===== src/rtl/ysyx_22040237_mdu.sv =====
// ----------------------------------------------------------------------------
// ysyx_22040237_mdu
// Multi-cycle multiply/divide unit for the RV64 M extension, W variants included.
// It sits beside the single-cycle ALU in the execute stage.
// It takes one request over a valid/ready handshake and computes the result
// iteratively: shift-add for multiply, restoring division for divide. It returns
// the result and the rd index over a second valid/ready handshake. A flush aborts
// any operation in progress.
//
// Parameters
//   XLEN  datapath width (32 or 64)
//   STEP  product/quotient bits resolved per CALC cycle (1 or 2)
//
// Ports
//   clk            rising-edge clock
//   rst            asynchronous reset, active low
//   req_valid_i    request valid
//   req_ready_o    unit can accept (IDLE and no flush)
//   req_op_i       funct3: MUL MULH MULHSU MULHU DIV DIVU REM REMU
//   req_word_i     W variant: 32-bit operands, result sign-extended from bit 31
//   req_rd_idx_i   destination register index
//   req_src1_i     rs1 / multiplicand / dividend
//   req_src2_i     rs2 / multiplier / divisor
//   flush_i        abort in-flight op and drop any pending result
//   rsp_valid_o    result valid
//   rsp_ready_i    consumer accepts result
//   rsp_rd_idx_o   rd of completed op
//   rsp_res_o      result
//   busy_o         unit not idle
//
// Optional feature macro: YSYX_22040237_MDU_FAST_MUL_EN
//   When defined, every multiply uses a single-cycle XLEN x XLEN multiplier that
//   is captured at accept. The operation skips CALC and takes 2 cycles.
// ----------------------------------------------------------------------------
module ysyx_22040237_mdu #(
    parameter int XLEN = 64,
    parameter int STEP = 1
) (
    input  logic            clk,
    input  logic            rst,
    input  logic            req_valid_i,
    output logic            req_ready_o,
    input  logic [2:0]      req_op_i,
    input  logic            req_word_i,
    input  logic [4:0]      req_rd_idx_i,
    input  logic [XLEN-1:0] req_src1_i,
    input  logic [XLEN-1:0] req_src2_i,
    input  logic            flush_i,
    output logic            rsp_valid_o,
    input  logic            rsp_ready_i,
    output logic [4:0]      rsp_rd_idx_o,
    output logic [XLEN-1:0] rsp_res_o,
    output logic            busy_o
);

    localparam int NFULL = XLEN / STEP;
    localparam int NWORD = 32 / STEP;
    localparam int CW    = $clog2(NFULL);
    localparam logic [CW-1:0] LAST_FULL = CW'(NFULL - 1);
    localparam logic [CW-1:0] LAST_WORD = CW'(NWORD - 1);

    typedef enum logic [1:0] {IDLE, CALC, FIX, DONE} state_t;

    state_t          state;
    state_t          state_next;
    logic [CW-1:0]   count;
    logic [2:0]      op;
    logic            word;
    logic [4:0]      rd;
    logic            neg;
    // Multiply: acc = running high half, shreg = multiplier / low half.
    // Divide:   acc = partial remainder,  shreg = dividend / quotient.
    logic [XLEN-1:0] acc;
    logic [XLEN-1:0] shreg;
    logic [XLEN-1:0] opnd;

    logic            accept;
    logic            is_div;
    logic            word_mul;
    logic            signed1;
    logic            signed2;
    logic [XLEN-1:0] ext1;
    logic [XLEN-1:0] ext2;
    logic [XLEN-1:0] mag1;
    logic [XLEN-1:0] mag2;
    logic [XLEN-1:0] min_val;
    logic            sign1;
    logic            sign2;
    logic            div_zero;
    logic            div_ovf;
    logic            special;
    logic            fast_mul;

`ifdef YSYX_22040237_MDU_FAST_MUL_EN
    logic [2*XLEN-1:0] fast_prod;
`endif

    // Request decode. W multiplies only need the low 32 product bits, and those
    // bits do not depend on signedness, so W multiplies run unsigned on
    // zero-extended operands.
    always_comb begin
        is_div   = req_op_i[2];
        word_mul = req_word_i && !is_div;
        signed1  = !word_mul && (req_op_i == 3'd1 || req_op_i == 3'd2 ||
                                 req_op_i == 3'd4 || req_op_i == 3'd6);
        signed2  = !word_mul && (req_op_i == 3'd1 || req_op_i == 3'd4 ||
                                 req_op_i == 3'd6);
        if (req_word_i) begin
            ext1    = signed1 ? XLEN'($signed(req_src1_i[31:0])) : XLEN'(req_src1_i[31:0]);
            ext2    = signed2 ? XLEN'($signed(req_src2_i[31:0])) : XLEN'(req_src2_i[31:0]);
            min_val = XLEN'($signed(32'h8000_0000));
        end else begin
            ext1    = req_src1_i;
            ext2    = req_src2_i;
            min_val = {1'b1, {(XLEN-1){1'b0}}};
        end
        sign1    = signed1 && ext1[XLEN-1];
        sign2    = signed2 && ext2[XLEN-1];
        mag1     = sign1 ? -ext1 : ext1;
        mag2     = sign2 ? -ext2 : ext2;
        div_zero = is_div && (ext2 == '0);
        div_ovf  = is_div && !req_op_i[0] && (ext1 == min_val) && (ext2 == '1);
        special  = div_zero || div_ovf;
`ifdef YSYX_22040237_MDU_FAST_MUL_EN
        fast_mul  = !is_div;
        // Shift W products up so they sit where the iterative path leaves them.
        fast_prod = ({{XLEN{1'b0}}, mag1} * {{XLEN{1'b0}}, mag2}) << (req_word_i ? (XLEN - 32) : 0);
`else
        fast_mul  = 1'b0;
`endif
        accept   = req_valid_i && req_ready_o;
    end

    // FSM state register.
    always_ff @(posedge clk or negedge rst) begin
        if (!rst) begin
            state <= IDLE;
        end else begin
            state <= state_next;
        end
    end

    // FSM next-state logic. Flush overrides everything, including a response
    // handshake in DONE.
    always_comb begin
        state_next = state;
        if (flush_i) begin
            state_next = IDLE;
        end else begin
            case (state)
                IDLE: if (req_valid_i) state_next = (special || fast_mul) ? FIX : CALC;
                CALC: if (count == (word ? LAST_WORD : LAST_FULL)) state_next = FIX;
                FIX:  state_next = DONE;
                DONE: if (rsp_ready_i) state_next = IDLE;
                default: state_next = IDLE;
            endcase
        end
    end

    // FSM outputs.
    always_comb begin
        req_ready_o = (state == IDLE) && !flush_i;
        rsp_valid_o = (state == DONE);
        busy_o      = (state != IDLE);
    end

    // One CALC cycle: STEP rounds of restoring division or shift-add multiplication.
    logic [XLEN-1:0] acc_step;
    logic [XLEN-1:0] shreg_step;
    logic [XLEN:0]   sum;
    logic [XLEN:0]   shifted;
    logic            fits;

    always_comb begin
        acc_step   = acc;
        shreg_step = shreg;
        sum        = '0;
        shifted    = '0;
        fits       = 1'b0;
        for (int i = 0; i < STEP; i++) begin
            if (op[2]) begin
                shifted    = {acc_step, shreg_step[XLEN-1]};
                fits       = shifted >= {1'b0, opnd};
                acc_step   = fits ? (shifted[XLEN-1:0] - opnd) : shifted[XLEN-1:0];
                shreg_step = {shreg_step[XLEN-2:0], fits};
            end else begin
                sum        = {1'b0, acc_step} + (shreg_step[0] ? {1'b0, opnd} : {(XLEN+1){1'b0}});
                acc_step   = sum[XLEN:1];
                shreg_step = {sum[0], shreg_step[XLEN-1:1]};
            end
        end
    end

    // FIX-stage result: apply the recorded sign, select the result half, and
    // sign-extend W results.
    logic [2*XLEN-1:0] prod_full;
    logic [2*XLEN-1:0] prod_signed;
    logic [XLEN-1:0]   quo_res;
    logic [XLEN-1:0]   rem_res;
    logic [XLEN-1:0]   fix_raw;
    logic [XLEN-1:0]   fix_res;

    always_comb begin
        prod_full   = {acc, shreg};
        prod_signed = neg ? -prod_full : prod_full;
        quo_res     = neg ? -shreg : shreg;
        rem_res     = neg ? -acc : acc;
        if (op[2]) begin
            fix_raw = op[1] ? rem_res : quo_res;
        end else if (op[1:0] == 2'd0) begin
            fix_raw = prod_signed[XLEN-1:0];
        end else begin
            fix_raw = prod_signed[2*XLEN-1:XLEN];
        end
        if (word && !op[2]) begin
            fix_res = XLEN'($signed(shreg[XLEN-1 -: 32]));
        end else if (word) begin
            fix_res = XLEN'($signed(fix_raw[31:0]));
        end else begin
            fix_res = fix_raw;
        end
    end

    // Datapath registers. Divide special cases load the final quotient and
    // remainder at accept and clear the sign, so FIX passes them through
    // unchanged.
    always_ff @(posedge clk or negedge rst) begin
        if (!rst) begin
            count        <= '0;
            op           <= '0;
            word         <= 1'b0;
            rd           <= '0;
            neg          <= 1'b0;
            acc          <= '0;
            shreg        <= '0;
            opnd         <= '0;
            rsp_res_o    <= '0;
            rsp_rd_idx_o <= '0;
        end else if (flush_i) begin
            count <= '0;
        end else begin
            case (state)
                IDLE: if (accept) begin
                    op    <= req_op_i;
                    word  <= req_word_i;
                    rd    <= req_rd_idx_i;
                    count <= '0;
                    if (is_div) begin
                        opnd <= mag2;
                        if (div_zero) begin
                            shreg <= '1;
                            acc   <= ext1;
                            neg   <= 1'b0;
                        end else if (div_ovf) begin
                            shreg <= ext1;
                            acc   <= '0;
                            neg   <= 1'b0;
                        end else begin
                            shreg <= mag1 << (req_word_i ? (XLEN - 32) : 0);
                            acc   <= '0;
                            neg   <= req_op_i[1] ? sign1 : (sign1 ^ sign2);
                        end
                    end else begin
                        opnd <= mag1;
                        neg  <= sign1 ^ sign2;
`ifdef YSYX_22040237_MDU_FAST_MUL_EN
                        acc   <= fast_prod[2*XLEN-1:XLEN];
                        shreg <= fast_prod[XLEN-1:0];
`else
                        acc   <= '0;
                        shreg <= mag2;
`endif
                    end
                end
                CALC: begin
                    acc   <= acc_step;
                    shreg <= shreg_step;
                    count <= count + CW'(1);
                end
                FIX: begin
                    rsp_res_o    <= fix_res;
                    rsp_rd_idx_o <= rd;
                end
                default: ;
            endcase
        end
    end

endmodule


===== config.mk =====
export PLATFORM = sky130hd
export DESIGN_NAME = ysyx_22040237_mdu
export DESIGN_NICKNAME = d
export VERILOG_FILES = /design/src/rtl/ysyx_22040237_mdu.sv
export SDC_FILE = /design/constraint.sdc
export NUM_CORES = 2
export LEC_CHECK = 0
export CORE_ASPECT_RATIO = 0.7
export CORE_UTILIZATION = 40
export DETAILED_ROUTE_END_ITERATION = 16
export PLACE_DENSITY_LB_ADDON = 0.05
export SLEW_MARGIN = 30
export SYNTH_ARGS = -nofsm -noshare
export SYNTH_HDL_FRONTEND = slang
export SYNTH_SLANG_ARGS = --single-unit

===== constraint.sdc =====
create_clock -name clk -period 7.1 [get_ports clk]
set_clock_uncertainty 0.15 [all_clocks]
set_input_delay 0.71 -clock clk [delete_from_list [all_inputs] [get_ports clk]]
set_output_delay 0.71 -clock clk [all_outputs]
set_load 0.02 [all_outputs]

==> results.cfg <==
[worst_setup_path]
r2r_cells = 13
required_ps = 7490
criticalPathCategory = flip-flop to flip-flop
cp_max_fo = 35
crit_arrival_ps = 5810
cp_cell_sequence = inv_2 > nor2_1 > ha_1 > nor2b_1 > o2111ai_1 > a2111o_1 > a211oi_1 > a2111oi_0 > or3b_2 > a211o_1 > a211oi_1 > o22ai_1 > o31ai_1
cp-start-kind = flip-flop
max_stage_delay_ps = 790
path_common_cell = a211oi_1
crit_path_top_delay_cell = a211oi_1
end_kind = flip-flop

[cts]
cts_tree = done
cts_buffer_depth = 3
htreeDepth = 2
clkLatencyLatePin_ps = 630
clock-sinks = 279
cts-root-buf = clkbuf_16
clkTransAtPathRegs_ps = 60
cts_buffers = 37
cts_resized = 0

[timing]
max_slew_margin_pct = 20.0
period_minus_slack_ps = 5420
rsz0062_at_grt = false
slew_viol_final = 0
setup_viol = 0
hold_violations = 0
holdWs_ps = 307
finalSetupTns_ps = 0
fin_crit_sh_pct = 76.4
worstMarginPinSlew_ps = 1190
max_freq_ghz = 0.184

[die]
die_area_um2 = 85300
core_area_um2 = 82800
die_w_um = 349
start_util_pct = 40.6
pin_count = 214
placementRows = 88
die_h_um = 245

[finish]
layout.nets = 5027
layout_common_cells = 539 x nand2_1, 482 x a21oi_1, 455 x nor2_1
drive_above_1_share_pct = 6.54
fill_cells = 8652
syn_to_final_growth_pct = 13.2
post-route-util_pct = 46.0
layout_commonest_cell = nand2_1
multi_input_area_um2 = 24900
seq_area_um2 = 6990

[power_and_ir_drop]
p_per_area_nw_per_um2 = 550
finalPower_mw = 20.9
ir_drop_v = 0.000436
p_leak_nw = 15.3

[logic_synthesis]
synth-edff-count = 0
synthFlopType = dfrtp_1
syn_area_um2 = 33600
synthArstFlopShare_pct = 100
syn_avg_cell_area_um2 = 7.06
syn_nets = 5044
yosysWarnings = 0
yosysUniqueCellTypes = 89
seq_area_frac_synth_pct = 20.8
synthCells = 4762
ys_ff_latch = 279

[global_route]
grt_pass1_vias = 35700
antenna_found_initial = 15
grt_pass1_wl_um = 273000
grt_max_degree = 151
track_usage_pct = 44.3
gr-total-overflow = 0

[routing]
ant_nets = 0
drt-total-wl_um = 195000
via_count = 39900
initialDrtViolationCount = 6421
firstDrtPassIters = 9
drc = 0
route.detailed.wl_per_inst_um = 33.0
vias_per_cell = 6.76

[flow_run]
cap_violations = 0

[min_path]
min_path_cells = 2
hp-class = flip-flop to flip-flop

[placed_design]
post-dp-hpwl_um = 152000
port_buffers = 213
gp_congestion = 1.10

[run_status]
status = completed
final timing paths:
check,startpoint,slack (ps),endpoint
min in group asynchronous,rst,530,acc[35]$_DFFE_PN0P_
max in group asynchronous,rst,4860,opnd[16]$_DFFE_PN0P_
max,shreg[0]$_DFFE_PN0P_,1680,acc[63]$_DFFE_PN0P_
max reg2reg,shreg[0]$_DFFE_PN0P_,1680,acc[63]$_DFFE_PN0P_
min reg2reg,rd[2]$_DFFE_PN0P_,310,rsp_rd_idx_o[2]$_DFFE_PN0P_
min,rd[2]$_DFFE_PN0P_,310,rsp_rd_idx_o[2]$_DFFE_PN0P_
logic make-up (layout without fill, tap and decap cells):
logic type | Yosys count | count (layout) | share of synthesized area [%]
buffers and inverters | 508 | 519 | 5.76
AND/OR/NAND/NOR | 1674 | 1674 | 23.5
adder cells (fa/ha/maj) | 140 | 140 | 5.25
flip-flops | 279 | 279 | 20.8
AO/OA/AOI/OAI | 1642 | 1642 | 30.5
XOR/XNOR | 379 | 379 | 9.87
multiplexers | 140 | 140 | 4.41
other | 0 | 6 | 0
stage by stage:
stage / cells / area (um^2) / setup WS, ps
after floorplan: 4762 / 33600 / 2980
after global placement: 5828 / 36600 / 932
after detailed placement: 5830 / 36700 / 1480
after CTS: 5898 / 38000 / 1830
after global routing: 5898 / 38000 / 1480
final: 5904 / 38100 / 1680
worst max-delay path: cells and delay by family, from the launching register on:
kind                     cells  cell delay [ps]
adder cells (fa/ha/maj)      1              350
AND/OR/NAND/NOR              3              910
flip-flops                   1              530
AO/OA/AOI/OAI                8             2770
buffers and inverters        1              610
routing by layer:
| metal | share of wire, % | up-vias | global-route usage (%) |
|---|---|---|---|
| met2 | 37 | 2838 | 56.9 |
| met3 | 16 | 449 | 19.1 |
| li1 | - | 17400 | - |
| met1 | 43 | 19200 | 63.5 |
| met4 | 4.4 | 8 | 17.2 |
| met5 | 0.022 | - | 0 |
synth_stat cells (13+ instances only):
| cell type | count | area [um^2] |
|---|---|---|
| nor4_1 | 73 | 457 |
| or4_1 | 40 | 300 |
| a21oi_1 | 482 | 2410 |
| and3_1 | 47 | 294 |
| a22oi_1 | 14 | 105 |
| nand4_1 | 70 | 438 |
| inv_1 | 134 | 503 |
| nand3_1 | 109 | 546 |
| a211oi_1 | 85 | 638 |
| dfrtp_1 | 279 | 6980 |
| o21bai_1 | 29 | 218 |
| a221oi_1 | 31 | 272 |
| mux2i_1 | 83 | 831 |
| nand2b_1 | 28 | 175 |
| clkbuf_1 | 327 | 1230 |
| a21o_1 | 91 | 683 |
| nand2_1 | 541 | 2030 |
| buf_1 | 38 | 143 |
| a221o_1 | 16 | 160 |
| mux2_2 | 56 | 631 |
| o21ai_0 | 451 | 2260 |
| a311oi_1 | 15 | 131 |
| ha_1 | 138 | 1730 |
| nor3_1 | 114 | 571 |
| o21a_1 | 19 | 143 |
| o22ai_1 | 39 | 244 |
| o221ai_1 | 22 | 193 |
| o31ai_1 | 73 | 548 |
| nor2_1 | 465 | 1750 |
| a31oi_1 | 62 | 388 |
| and2_1 | 18 | 113 |
| xor2_1 | 173 | 1520 |
| or3_1 | 54 | 338 |
| or2_2 | 24 | 150 |
| o211ai_1 | 51 | 383 |
| xnor2_1 | 206 | 1800 |
| o41ai_1 | 30 | 263 |
| a211o_1 | 13 | 114 |
| nor2b_1 | 28 | 175 |
state kept, by name, indices dropped and copies added, names as in the netlist:
register      cells
neg               1
op                3
count             6
rsp_res_o        64
word              1
acc              64
opnd             64
rsp_rd_idx_o      5
rd                5
state             2
shreg            64
where the power goes:
part / switching [mW] / internal, mW
clock network: 0.922 / 1.20
logic: 10.0 / 5.07
registers: 1.38 / 2.31
final cells by class:
type                       count  share of cell area [%]
timing repair buffer         317                    7.82
multi-input combinational   3975                    65.3
clock buffer                  48                    2.65
clock inverter                19                   0.746
antenna                        6                  0.0395
tap                         1125                    3.70
inverter                     135                    1.33
sequential                   279                    18.4
repair_timing:
action,CTS,global route
hold buffers,1,0
setup buffers,0,0
endpoints found under the hold margin,5,0
Power figures use the tool's default switching activity.
